===== config.mk =====
export PLATFORM = sky130hd
export DESIGN_NAME = reg_dump_reader
export DESIGN_NICKNAME = d
export VERILOG_FILES = /design/src/rtl/reg_dump_reader_pkg.sv /design/src/rtl/reg_dump_reader.sv
export SDC_FILE = /design/constraint.sdc
export NUM_CORES = 1
export LEC_CHECK = 0
export CAP_MARGIN = 0
export CELL_PAD_IN_SITES_DETAIL_PLACEMENT = 1
export CELL_PAD_IN_SITES_GLOBAL_PLACEMENT = 1
export CORE_AREA = 5 5 99 64
export DETAILED_ROUTE_END_ITERATION = 8
export DIE_AREA = 0 0 104 69
export DONT_BUFFER_PORTS = 1
export PLACE_DENSITY = 0.69
export SLEW_MARGIN = 5
export SYNTH_ARGS = -nofsm -noshare
export SYNTH_HDL_FRONTEND = slang
export SYNTH_SLANG_ARGS = --single-unit

===== constraint.sdc =====
create_clock -name clk -period 4.6 [get_ports clk]
set_input_delay 1.38 -clock clk [delete_from_list [all_inputs] [get_ports clk]]
set_output_delay 1.38 -clock clk [all_outputs]
set_load 0.02 [all_outputs]

===== src/rtl/reg_dump_reader_pkg.sv =====
// Shared debug-dump definitions: state encoding and default register-file geometry.
package reg_dump_reader_pkg;

    localparam int unsigned DEF_DATA_W   = 32;
    localparam int unsigned DEF_ADDR_W   = 5;
    localparam int unsigned DEF_NUM_REGS = 32;

    typedef enum logic [1:0] {
        ST_IDLE = 2'd0,
        ST_READ = 2'd1,
        ST_SEND = 2'd2,
        ST_DONE = 2'd3
    } dump_state_e;

endpackage


===== src/rtl/reg_dump_reader.sv =====
// Debug read-out engine: walks the register file through a dedicated read port
// and streams each captured value out on a valid/ready interface.
module reg_dump_reader
    import reg_dump_reader_pkg::*;
#(
    parameter int unsigned DATA_W   = DEF_DATA_W,
    parameter int unsigned ADDR_W   = DEF_ADDR_W,
    parameter int unsigned NUM_REGS = DEF_NUM_REGS
) (
    input  logic              clk,
    input  logic              rst_n,
    input  logic              start,
    input  logic              abort,
    output logic [ADDR_W-1:0] rs_addr,
    input  logic [DATA_W-1:0] rd_data,
    output logic              dump_valid,
    input  logic              dump_ready,
    output logic [DATA_W-1:0] dump_data,
    output logic [ADDR_W-1:0] dump_idx,
    output logic              dump_last,
    output logic              busy,
    output logic              done
);

    localparam logic [ADDR_W-1:0] LAST_ADDR = ADDR_W'(NUM_REGS - 1);

    dump_state_e       state, state_nxt;
    logic [ADDR_W-1:0] rs_addr_nxt;
    logic              dump_valid_nxt;
    logic [DATA_W-1:0] dump_data_nxt;
    logic [ADDR_W-1:0] dump_idx_nxt;
    logic              dump_last_nxt;
    logic              busy_nxt;
    logic              done_nxt;

    // State and output registers
    always_ff @(posedge clk or negedge rst_n) begin
        if (!rst_n) begin
            state      <= ST_IDLE;
            rs_addr    <= '0;
            dump_valid <= 1'b0;
            dump_data  <= '0;
            dump_idx   <= '0;
            dump_last  <= 1'b0;
            busy       <= 1'b0;
            done       <= 1'b0;
        end else begin
            state      <= state_nxt;
            rs_addr    <= rs_addr_nxt;
            dump_valid <= dump_valid_nxt;
            dump_data  <= dump_data_nxt;
            dump_idx   <= dump_idx_nxt;
            dump_last  <= dump_last_nxt;
            busy       <= busy_nxt;
            done       <= done_nxt;
        end
    end

    // Next-state and next-output logic; abort outranks a same-cycle handshake
    always_comb begin
        state_nxt      = state;
        rs_addr_nxt    = rs_addr;
        dump_valid_nxt = dump_valid;
        dump_data_nxt  = dump_data;
        dump_idx_nxt   = dump_idx;
        dump_last_nxt  = dump_last;
        busy_nxt       = busy;
        done_nxt       = 1'b0;

        case (state)
            ST_IDLE: begin
                if (start && !abort) begin
                    rs_addr_nxt = '0;
                    busy_nxt    = 1'b1;
                    state_nxt   = ST_READ;
                end
            end
            ST_READ: begin
                if (abort) begin
                    dump_valid_nxt = 1'b0;
                    busy_nxt       = 1'b0;
                    rs_addr_nxt    = '0;
                    state_nxt      = ST_IDLE;
                end else begin
                    dump_data_nxt  = rd_data;
                    dump_idx_nxt   = rs_addr;
                    dump_last_nxt  = (rs_addr == LAST_ADDR);
                    dump_valid_nxt = 1'b1;
                    state_nxt      = ST_SEND;
                end
            end
            ST_SEND: begin
                if (abort) begin
                    dump_valid_nxt = 1'b0;
                    busy_nxt       = 1'b0;
                    rs_addr_nxt    = '0;
                    state_nxt      = ST_IDLE;
                end else if (dump_ready) begin
                    dump_valid_nxt = 1'b0;
                    if (dump_last) begin
                        done_nxt  = 1'b1;
                        state_nxt = ST_DONE;
                    end else begin
                        rs_addr_nxt = rs_addr + ADDR_W'(1);
                        state_nxt   = ST_READ;
                    end
                end
            end
            ST_DONE: begin
                busy_nxt    = 1'b0;
                rs_addr_nxt = '0;
                state_nxt   = ST_IDLE;
            end
            default: begin
                state_nxt = ST_IDLE;
            end
        endcase
    end

endmodule


==> results_dict.tcl <==
set metrics [dict create \
    clk_path_buf_depth 2 \
    post-dp-hpwl_um 3330 \
    drt_drc_violations_left 0 \
    power_switching_share_pct 39.6 \
    core.rowCount 21 \
    worst_path_cell_chain "nor2b_4 > mux2_2" \
    slowest_delay_ns 0.78 \
    timing_hold_violations_final 0 \
    p_leak_nw 0.987 \
    worst_slack_setup_final_ns 2.16 \
    cell_area_after_synthesis_um2 2040 \
    grt_pass1_wl_um 7160 \
    die_height_um 69 \
    post_dp_cell_area_um2 2110 \
    timing.critical_path.arrival_ns 2.62 \
    diodes 0 \
    holdBufCountCts 0 \
    worst_hold_slack_ns 0.609 \
    pint_uw 993 \
    ctsResizeCount 0 \
    slew_viol_final 0 \
    largest_net_degree_at_the_start_of_global_routing 49 \
    power.combinational.fraction_pct 25.2 \
    crit_path_launch_type "input port" \
    wl_per_cell_um 19.9 \
    cpLargestDelayFamily "simple AND/OR/NAND/NOR gates" \
    timing.setup.tns_ns 0 \
    post_synth_net_total 191 \
    numCtsBuffers 5 \
    slew-limit-headroom_pct 30.9 \
    gp_routability_congestion 0.829 \
    final_layout_size_suffix_gt1_share_pct 33.6 \
    clk_lat_worst_skew_ns 0.29 \
    wirelength_um 4340 \
    synth_sequential_area_ratio_pct 58.8 \
    ant_nets 0 \
    cap_violations 0 \
    via_per_inst 5.37 \
    first_global_vias 1312 \
    post_synth_inst_count 146 \
    clock.fmax_mhz 410 \
    setup_viol 0 \
    overflow 0 \
    area.growth.synth_to_final_pct 9.12 \
    start_util_pct 38.1 \
    synth.distinct_cells 31 \
    post-cts-setup-buffer-count 0 \
    path_class "input port to flip-flop" \
    post-route-period-util_pct 53.0 \
    layout_min_cycle_time_ns 2.44 \
    dpl_worst_slack_ns 1.83 \
    powerDensity_nw_per_um2 737 \
    worst_hold_path_type "flip-flop to flip-flop" \
    yosysWarnings 0 \
    portBuffers 0 \
    ctsRootBufferMaster "clkbuf_8" \
    outcome "completed" \
    part_of_the_power_in_the_clock_network_pct 19.3 \
    clk_pin_slew_ns 0.09 \
    max-vdd-ir-drop_v 0.000195 \
    cp_data_required_time_ns 4.78 \
    fin_area_um2 2230 \
    htree_num_levels 2 \
    detailedRoute.firstIterationViolations 31 \
    worstPathMaxFanout 38 \
    fin_worst_skew_ns 0.00365 \
    nets 193 \
    cts_tree "done" \
    ioPinCount 83 \
    antenna_found_initial 0 \
    global_route.usage.total_pct 12.0 \
    synth.ff_latch_count 48 \
    dr_total_vias 1170 \
    timing.critical_path.to_type "flip-flop" \
    sequentialPowerShare_pct 55.5 \
    power.net_switching_uw 651 \
    avgSynthCellArea_um2 14.0 \
    core_um2 5360 \
    die_width_um 104 \
    rsz0062_at_grt "no" \
    critical_path_buf_inv_count 0 \
    timing.critical_path.slowest_stage_cell "nor2b_4" \
    cts_num_sinks 48 \
    tightestPinTransition_ns 1.03 \
    fp.dieArea_um2 7180 \
    first_pass_iters 4 \
]
[tightest hold or removal path, stage by stage (launching register included)]
cell	delay, ns
dfrtp_1	0.40
o21ai_0	0.10
o31ai_1	0.07
[placed cells by master, fill, tap and decap left out, types with 2 or more instances in the layout]
master    Yosys  layout
mux2_2       36      36
nand3_1       2       2
and3_1        2       2
clkbuf_8      0       6
o32ai_1       2       2
mux2_1        2       2
nand2_1       8       8
o31ai_1       2       2
a21oi_1       2       2
dfrtp_1      48      48
nand2b_1      2       2
o21ai_0       4       4
nor2_1        2       2
ha_1          8       8
inv_1         6       6
[path summary, 6_finish.rpt]
kind                          start            end  slack (ns)  cells after the start
max                           abort  dump_data[19]        2.16                      2
min                        state[0]       state[0]        0.61                      2
max reg2reg                state[1]  dump_data[19]        2.42                      4
min reg2reg                state[0]       state[0]        0.61                      2
max in group asynchronous     rst_n     rs_addr[3]        3.73                      0
min in group asynchronous     rst_n  dump_data[16]        0.78                      0
[power by group through the flow]
| stage | logic, mW | registers, mW | clock network (mW) |
|---|---|---|---|
| after floorplan | 0.351 | 0.881 | 0 |
| after global placement | 0.385 | 0.921 | 0 |
| after detailed placement | 0.424 | 0.928 | 0 |
| after CTS | 0.423 | 0.920 | 0.330 |
| after global routing | 0.459 | 0.935 | 0.343 |
| final | 0.415 | 0.912 | 0.317 |
[metal layers]
metal | vias up | wire length [um] | GRT usage [%]
met5 | - | 0 | 0
met4 | 0 | 29 | 3.02
met3 | 2 | 335 | 5.04
met2 | 47 | 2160 | 20.3
met1 | 604 | 1820 | 14.2
li1 | 517 | - | -
[final cells by class]
type,instances,area (um2)
inverters,7,26.3
flip-flops and latches,48,1200
clock inverters,2,38.8
well taps,69,86.3
multi-input cells,86,795
clock buffers,6,82.6
fillers,553,3130
[cells in the mapped netlist, drive strengths merged]
library cell  number  area share [%]
dfrtp             48              59
mux2              38              21
ha                 8             4.9
nand2              8             1.5
inv                7             1.3
o21ai              5             1.2
buf                4             1.2
nand2b             3             1.3
a21oi              2            0.49
a221o              2             1.0
and3               2            0.61
nand3              2            0.49
nor2               2            0.37
nor2b              2            0.61
o31ai              2            0.73
o32ai              2            0.86
a21o               1            0.37
a22o               1            0.43
a31o               1            0.43
a32o               1            0.49
clkbuf             1            0.18
mux2i              1            0.49
nor3b              1            0.61
o211ai             1            0.37
o22ai              1            0.31
[logic make-up (layout without fill, tap and decap cells)]
kind of cell               after synthesis  in the layout  synth area share (%)
AOI/OAI and AO/OA                       19             19                  6.74
adders and majority gates                8              8                  4.90
buffers and inverters                   12             15                  2.69
DFF                                     48             48                  58.8
muxes                                   39             39                  21.4
and+or+nand+nor                         20             20                  5.45
[through the flow]
step	total power [mW]	utilization, %	cells
detailed placement	1.35	39.3	210
global placement	1.31	39.3	210
global route	1.74	41.6	218
CTS	1.67	41.6	218
finish	1.64	41.6	218
floorplan	1.23	-	146
[sequential cells by signal (all words and copies together) (netlist names)]
name        cells
state           2
rs_addr         5
dump_valid      1
done            1
dump_last       1
dump_idx        5
dump_data      32
busy            1
Power figures use the tool's default switching activity.
